==> src/rtl/regfile_wb_arbiter_pkg.sv <==
// Shared constants and types for the register-file writeback arbiter.
// Request bit positions and default widths used by the top, arbiter and interface.
package regfile_wb_arbiter_pkg;

    localparam int REQ_A  = 0;
    localparam int REQ_M  = 1;
    localparam int DW_DEF = 32;
    localparam int AW_DEF = 5;

    typedef enum logic {
        SRC_A = 1'b0,
        SRC_M = 1'b1
    } src_e;

endpackage

==> src/rtl/regfile_wb_arbiter_if.sv <==
// Writeback bus: ALU/load requests, hold, scoreboard issue/query and RegFile write port.
import regfile_wb_arbiter_pkg::*;

interface regfile_wb_arbiter_if #(
    parameter int DW = DW_DEF,
    parameter int AW = AW_DEF
);
    logic          AValid;
    logic [AW-1:0] ARd;
    logic [DW-1:0] AData;
    logic          AReady;
    logic          MValid;
    logic [AW-1:0] MRd;
    logic [DW-1:0] MData;
    logic          MReady;
    logic          WbHold;
    logic          Issue;
    logic [AW-1:0] IssueRd;
    logic [AW-1:0] QRs1;
    logic [AW-1:0] QRs2;
    logic          Rs1Busy;
    logic          Rs2Busy;
    logic [AW-1:0] RD;
    logic [DW-1:0] WData;
    logic          RegWr;

    modport master (
        output AValid, ARd, AData, MValid, MRd, MData, WbHold,
               Issue, IssueRd, QRs1, QRs2,
        input  AReady, MReady, Rs1Busy, Rs2Busy, RD, WData, RegWr
    );

    modport slave (
        input  AValid, ARd, AData, MValid, MRd, MData, WbHold,
               Issue, IssueRd, QRs1, QRs2,
        output AReady, MReady, Rs1Busy, Rs2Busy, RD, WData, RegWr
    );
endinterface

==> src/rtl/regfile_wb_arbiter_wb_arb2.sv <==
// Two-way grant between ALU and load writeback buffers.
// RR_ARB_EN selects round-robin; otherwise fixed priority with loads first.
import regfile_wb_arbiter_pkg::*;

module wb_arb2 (
`ifdef RR_ARB_EN
    input  logic       Clk,
    input  logic       Reset,
`endif
    input  logic [1:0] req,
    input  logic       hold,
    output logic [1:0] gnt
);

`ifdef RR_ARB_EN
    // prio_q names the source that wins the next collision.
    src_e prio_q, prio_d;

    always_comb begin
        gnt    = 2'b00;
        prio_d = prio_q;
        if (!hold) begin
            if (req[REQ_A] && req[REQ_M]) begin
                if (prio_q == SRC_M) gnt[REQ_M] = 1'b1;
                else                 gnt[REQ_A] = 1'b1;
            end else begin
                gnt = req;
            end
        end
        if (gnt[REQ_A])      prio_d = SRC_M;
        else if (gnt[REQ_M]) prio_d = SRC_A;
    end

    always_ff @(posedge Clk or posedge Reset) begin
        if (Reset) prio_q <= SRC_A;
        else       prio_q <= prio_d;
    end
`else
    always_comb begin
        gnt = 2'b00;
        if (!hold) begin
            gnt[REQ_M] = req[REQ_M];
            gnt[REQ_A] = req[REQ_A] & ~req[REQ_M];
        end
    end
`endif

endmodule

==> src/rtl/regfile_wb_arbiter.sv <==
// Shares the RegFile write port between ALU and load writeback, with skid buffers
// and a RAW busy scoreboard. Build option RR_ARB_EN enables round-robin arbitration.
import regfile_wb_arbiter_pkg::*;

module regfile_wb_arbiter #(
    parameter int DW = DW_DEF,
    parameter int AW = AW_DEF
) (
    input  logic                 Clk,
    input  logic                 Reset,
    regfile_wb_arbiter_if.slave  wb
);
    localparam int NREG = 2 ** AW;

    logic          a_vld_q, a_vld_d, m_vld_q, m_vld_d;
    logic [AW-1:0] a_rd_q, a_rd_d, m_rd_q, m_rd_d;
    logic [DW-1:0] a_dat_q, a_dat_d, m_dat_q, m_dat_d;
    logic          wr_q, wr_d;
    logic [AW-1:0] rd_q, rd_d;
    logic [DW-1:0] wdat_q, wdat_d;
    logic [NREG-1:0] sb_q, sb_d;
    logic [1:0]    req, gnt;
    logic [AW-1:0] sel_rd;
    logic [DW-1:0] sel_dat;

    assign req[REQ_A] = a_vld_q;
    assign req[REQ_M] = m_vld_q;

    wb_arb2 u_arb (
`ifdef RR_ARB_EN
        .Clk   (Clk),
        .Reset (Reset),
`endif
        .req   (req),
        .hold  (wb.WbHold),
        .gnt   (gnt)
    );

    // A buffer slot frees up in the same cycle it is granted.
    assign wb.AReady = ~a_vld_q | gnt[REQ_A];
    assign wb.MReady = ~m_vld_q | gnt[REQ_M];

    assign sel_rd  = gnt[REQ_M] ? m_rd_q  : a_rd_q;
    assign sel_dat = gnt[REQ_M] ? m_dat_q : a_dat_q;

    always_comb begin
        a_vld_d = a_vld_q & ~gnt[REQ_A];
        a_rd_d  = a_rd_q;
        a_dat_d = a_dat_q;
        if (wb.AValid && wb.AReady) begin
            a_vld_d = 1'b1;
            a_rd_d  = wb.ARd;
            a_dat_d = wb.AData;
        end
        m_vld_d = m_vld_q & ~gnt[REQ_M];
        m_rd_d  = m_rd_q;
        m_dat_d = m_dat_q;
        if (wb.MValid && wb.MReady) begin
            m_vld_d = 1'b1;
            m_rd_d  = wb.MRd;
            m_dat_d = wb.MData;
        end
    end

    // A granted entry for x0 consumes its slot but produces no write.
    always_comb begin
        wr_d   = (|gnt) && (sel_rd != '0);
        rd_d   = rd_q;
        wdat_d = wdat_q;
        if (wr_d) begin
            rd_d   = sel_rd;
            wdat_d = sel_dat;
        end
    end

    // Clear runs before set so an issue to the retiring register keeps it busy.
    always_comb begin
        sb_d = sb_q;
        if (wr_q) sb_d[rd_q] = 1'b0;
        if (wb.Issue) sb_d[wb.IssueRd] = 1'b1;
        sb_d[0] = 1'b0;
    end

    always_ff @(posedge Clk or posedge Reset) begin
        if (Reset) begin
            a_vld_q <= 1'b0;
            a_rd_q  <= '0;
            a_dat_q <= '0;
            m_vld_q <= 1'b0;
            m_rd_q  <= '0;
            m_dat_q <= '0;
            wr_q    <= 1'b0;
            rd_q    <= '0;
            wdat_q  <= '0;
            sb_q    <= '0;
        end else begin
            a_vld_q <= a_vld_d;
            a_rd_q  <= a_rd_d;
            a_dat_q <= a_dat_d;
            m_vld_q <= m_vld_d;
            m_rd_q  <= m_rd_d;
            m_dat_q <= m_dat_d;
            wr_q    <= wr_d;
            rd_q    <= rd_d;
            wdat_q  <= wdat_d;
            sb_q    <= sb_d;
        end
    end

    assign wb.Rs1Busy = sb_q[wb.QRs1];
    assign wb.Rs2Busy = sb_q[wb.QRs2];
    assign wb.RegWr   = wr_q;
    assign wb.RD      = rd_q;
    assign wb.WData   = wdat_q;

endmodule

==> src/flat_wrapper.sv <==
// flat-port wrapper written by rule: the top's interface ports become plain ports
module regfile_wb_arbiter_flat 
#(
    parameter int DW = DW_DEF,
    parameter int AW = AW_DEF
)
  (Clk, Reset, wb_AValid, wb_ARd, wb_AData, wb_MValid, wb_MRd, wb_MData, wb_WbHold, wb_Issue, wb_IssueRd, wb_QRs1, wb_QRs2, wb_AReady, wb_MReady, wb_Rs1Busy, wb_Rs2Busy, wb_RD, wb_WData, wb_RegWr);
  regfile_wb_arbiter_if #(.DW(DW), .AW(AW)) wb_i ();
  input  logic Clk;
  input  logic Reset;
  input wire logic [$bits(wb_i.AValid)-1:0] wb_AValid;
  input wire logic [$bits(wb_i.ARd)-1:0] wb_ARd;
  input wire logic [$bits(wb_i.AData)-1:0] wb_AData;
  input wire logic [$bits(wb_i.MValid)-1:0] wb_MValid;
  input wire logic [$bits(wb_i.MRd)-1:0] wb_MRd;
  input wire logic [$bits(wb_i.MData)-1:0] wb_MData;
  input wire logic [$bits(wb_i.WbHold)-1:0] wb_WbHold;
  input wire logic [$bits(wb_i.Issue)-1:0] wb_Issue;
  input wire logic [$bits(wb_i.IssueRd)-1:0] wb_IssueRd;
  input wire logic [$bits(wb_i.QRs1)-1:0] wb_QRs1;
  input wire logic [$bits(wb_i.QRs2)-1:0] wb_QRs2;
  output wire logic [$bits(wb_i.AReady)-1:0] wb_AReady;
  output wire logic [$bits(wb_i.MReady)-1:0] wb_MReady;
  output wire logic [$bits(wb_i.Rs1Busy)-1:0] wb_Rs1Busy;
  output wire logic [$bits(wb_i.Rs2Busy)-1:0] wb_Rs2Busy;
  output wire logic [$bits(wb_i.RD)-1:0] wb_RD;
  output wire logic [$bits(wb_i.WData)-1:0] wb_WData;
  output wire logic [$bits(wb_i.RegWr)-1:0] wb_RegWr;
  assign wb_i.AValid = wb_AValid;
  assign wb_i.ARd = wb_ARd;
  assign wb_i.AData = wb_AData;
  assign wb_i.MValid = wb_MValid;
  assign wb_i.MRd = wb_MRd;
  assign wb_i.MData = wb_MData;
  assign wb_i.WbHold = wb_WbHold;
  assign wb_i.Issue = wb_Issue;
  assign wb_i.IssueRd = wb_IssueRd;
  assign wb_i.QRs1 = wb_QRs1;
  assign wb_i.QRs2 = wb_QRs2;
  assign wb_AReady = wb_i.AReady;
  assign wb_MReady = wb_i.MReady;
  assign wb_Rs1Busy = wb_i.Rs1Busy;
  assign wb_Rs2Busy = wb_i.Rs2Busy;
  assign wb_RD = wb_i.RD;
  assign wb_WData = wb_i.WData;
  assign wb_RegWr = wb_i.RegWr;
  regfile_wb_arbiter #(.DW(DW), .AW(AW)) u_core (.Clk(Clk), .Reset(Reset), .wb(wb_i));
endmodule
==> config.mk <==
export PLATFORM = sky130hd
export DESIGN_NAME = regfile_wb_arbiter_flat
export DESIGN_NICKNAME = d
export VERILOG_FILES = /design/src/rtl/regfile_wb_arbiter_pkg.sv /design/src/rtl/regfile_wb_arbiter_if.sv /design/src/rtl/regfile_wb_arbiter_wb_arb2.sv /design/src/rtl/regfile_wb_arbiter.sv /design/src/flat_wrapper.sv
export SDC_FILE = /design/constraint.sdc
export NUM_CORES = 1
export LEC_CHECK = 0
export BUFFER_PORTS_ARGS = -buffer_cell sky130_fd_sc_hd__buf_2
export CORE_MARGIN = 1.5
export CORE_UTILIZATION = 39
export DETAILED_ROUTE_END_ITERATION = 6
export PLACE_DENSITY = 0.56
export REMOVE_ABC_BUFFERS = 1
export SYNTH_ARGS = -nofsm -noshare
export SYNTH_HDL_FRONTEND = slang
export SYNTH_SLANG_ARGS = --single-unit
==> constraint.sdc <==
create_clock -name Clk -period 11.95 [get_ports Clk]
set_clock_uncertainty 0.2 [all_clocks]
set_input_delay 1.195 -clock Clk [delete_from_list [all_inputs] [get_ports Clk]]
set_output_delay 1.195 -clock Clk [all_outputs]
set_load 0.01 [all_outputs]
==> run metrics <==
initial core utilization=39.9%; initial antenna violation count=5; number of fill cells in the layout=1531; total CTS buffers=17; die footprint=17700 um^2; Clock Latency Late Sink=0.41 ns; FF-to-FF End=u_core.a_dat_q[5]; Reg2Reg Setup Slack=9.61 ns; Pleak=3.51 nW; VDD IR max=101 uV; Pwr Density=203 nW/um^2; Post-synth top cells=145 x dfrtp_1, 129 x mux2_2, 63 x o21ai_0; router iterations before antenna repair=5; highest fanout seen on the critical path=7; io pins=137; RSZ-0062 raised after global routing=false; WL final=15500 um; register area share after synthesis=54.9%; clock tree buffer depth=2; H-tree levels=4; Synth area leaders=dfrtp_1 55%, mux2_2 22%, o21ai_0 4.8%, mux2_4 4.3%, mux2i_1 2.7%; via count=4476; final hold violation count=0; largest net degree at the start of global routing=86; worst slew pin tran=1.06 ns; placed cell areas=7490 um^2; final setup violation count=0; post-cts repair resize count=0; post-detail-place hpwl=10500 um; WS Path Type=input port to primary output; clock root cell=clkbuf_16; drc violations=0; Clock Pin Slew Worst Setup and Hold Paths=0.05 ns; Post-synth EDFFs=0; DRT antenna net count=0; Critical Path End Type=primary output; number of global-route vias before repair=4809; Hold Crit Class=flop to flop; run status=completed; Placeable Area=16600 um^2; crit path capture=wb_Rs2Busy; Post-Synthesis Cells=485; worst reg2reg path startpoint=u_core.m_vld_q; grt ovf=0; CTS tree=yes; gr usage total=18.4%; num rows=47; share of post-route cells with drive strength above 1=52.1%; synthesized cell area=6610 um^2; cells on worst reg2reg path=3; Yosys top cell by area=dfrtp_1; # nets final=715; area share of the largest cell type after synthesis=54.9%; placer congestion estimate=0.901; Final Cell Area=8040 um^2; asr flop ratio synth=100%; port bufs=136; Mapped Avg Cell Area=13.6 um^2; DR iter-0 viols=214; Final period util=32.0%; most common cell in the synthesized netlist=dfrtp_1; Cell variety after synth=31; drt wl/cell=18.1 um; CTS Sinks=145; # hold bufs at CTS=0; Worst EP required=10.56 ns; Setup Total Neg Slack=0 ns; Yosys reg bits=145; max_slew headroom=28.8%; die width=133 um; Die Span Y=133 um; Setup crit start=wb_QRs2[0]; Peak Freq=261 MHz; Setup Buffers After CTS=0; post-layout min period=3.82 ns; vias per cell=5.23; synth warn=0; CP arrival=2.43 ns; first-pass GRT wire length=25400 um; Startpoint Class=input port; Layout area overhead=21.6%; Post-synth top flop=dfrtp_1; Max-Cap Viols=0; Slew Limit Fails=0
## cells by family after synthesis
group,count (synthesis),synth area share (%)
flip-flops,145,54.9
buffers and inverters,27,2.06
AND/OR/NAND/NOR,59,5.24
AO/OA/AOI/OAI,82,6.79
multiplexers,172,31.0
## critical path: stages
cell and delay [ns]:
buf_2 0.18, mux4_2 0.51, nand2b_1 0.15, o2111ai_1 0.11, nand4_1 0.13, buf_2 0.16
## registers in the layout (all words and copies together) (netlist names)
register / cells
u_core.a_vld_q: 1
u_core.wb.RD: 5
u_core.a_rd_q: 5
u_core.m_rd_q: 5
u_core.a_dat_q: 32
u_core.wb.RegWr: 1
u_core.m_vld_q: 1
u_core.sb_q: 31
u_core.wb.WData: 32
u_core.m_dat_q: 32
## metal layers
| layer | wire length (um) | vias to the layer above | global-route usage (%) | part of all wire (%) |
|---|---|---|---|---|
| met5 | 23 | - | 0 | 0.15 |
| met4 | 250 | 4 | 6.88 | 1.6 |
| met3 | 1240 | 21 | 7.04 | 8.0 |
| met2 | 7470 | 134 | 29.9 | 48 |
| met1 | 6550 | 2259 | 22.4 | 42 |
| li1 | - | 2058 | - | - |
## where the power goes
| group | switching [mW] | leakage, nW | total [mW] | internal [mW] |
|---|---|---|---|---|
| clock network | 0.188 | 0.272 | 0.489 | 0.301 |
| logic | 0.172 | 1.57 | 0.394 | 0.222 |
| registers | 0.109 | 1.66 | 0.746 | 0.637 |
| total | 0.470 | 3.51 | 1.63 | 1.16 |
## stage by stage
step	util, %	hold WS, ns	instances	setup slack [ns]	total power, mW
final	48.5	0.299	856	8.13	1.63
after floorplan	-	0.275	462	6.66	0.988
after detailed placement	45.2	0.290	821	8.11	1.15
after CTS	48.5	0.302	853	8.11	1.65
after global placement	45.2	0.283	821	8.15	1.13
after global routing	48.5	0.310	854	7.99	1.73
## final cells by class
type	count	area, um^2	share of cell area, %
diodes	3	7.51	0.0933
clock buffers	26	489	6.08
clock inverters	6	55.1	0.684
inverters	4	20.0	0.249
multi-input cells	313	2870	35.6
flip-flops and latches	145	3630	45.1
well taps	220	275	3.42
repair buffers	139	703	8.74
## worst min path at each step
| stage | from | end | slack, ns | depth (start not counted) |
|---|---|---|---|---|
| global placement | u_core.a_dat_q[17] | u_core.a_dat_q[17] | 0.28 | 1 |
| detailed placement | u_core.a_dat_q[27] | u_core.a_dat_q[27] | 0.29 | 1 |
| floorplan | u_core.m_dat_q[0] | u_core.m_dat_q[0] | 0.28 | 1 |
| global route | u_core.a_dat_q[31] | u_core.a_dat_q[31] | 0.31 | 1 |
| CTS | u_core.a_dat_q[27] | u_core.a_dat_q[27] | 0.30 | 1 |
| finish | u_core.a_dat_q[31] | u_core.a_dat_q[31] | 0.30 | 1 |
## cell usage in the layout (no fill, tap or decap), types with 2 or more instances in the layout
cell type and count:
nand3_1 12, o2111ai_1 2, nand2_1 6, buf_2 136, clkbuf_16 17, or3b_2 5
nor2_1 7, clkbuf_1 6, inv_1 3, mux2_4 19, mux2i_1 18, o211ai_1 2
nor2b_1 4, clkbuf_8 3, clkinv_2 5, mux2_2 129, nand3b_1 10, dfrtp_1 145
mux4_2 6, a211oi_1 2, buf_4 3, or4_1 2, nand2b_1 6, nand4_1 2
or3_1 2, diode_2 3, a21oi_1 6, o21ai_0 63, a22oi_1 4
No activity file was read; power rests on OpenSTA's default activity.
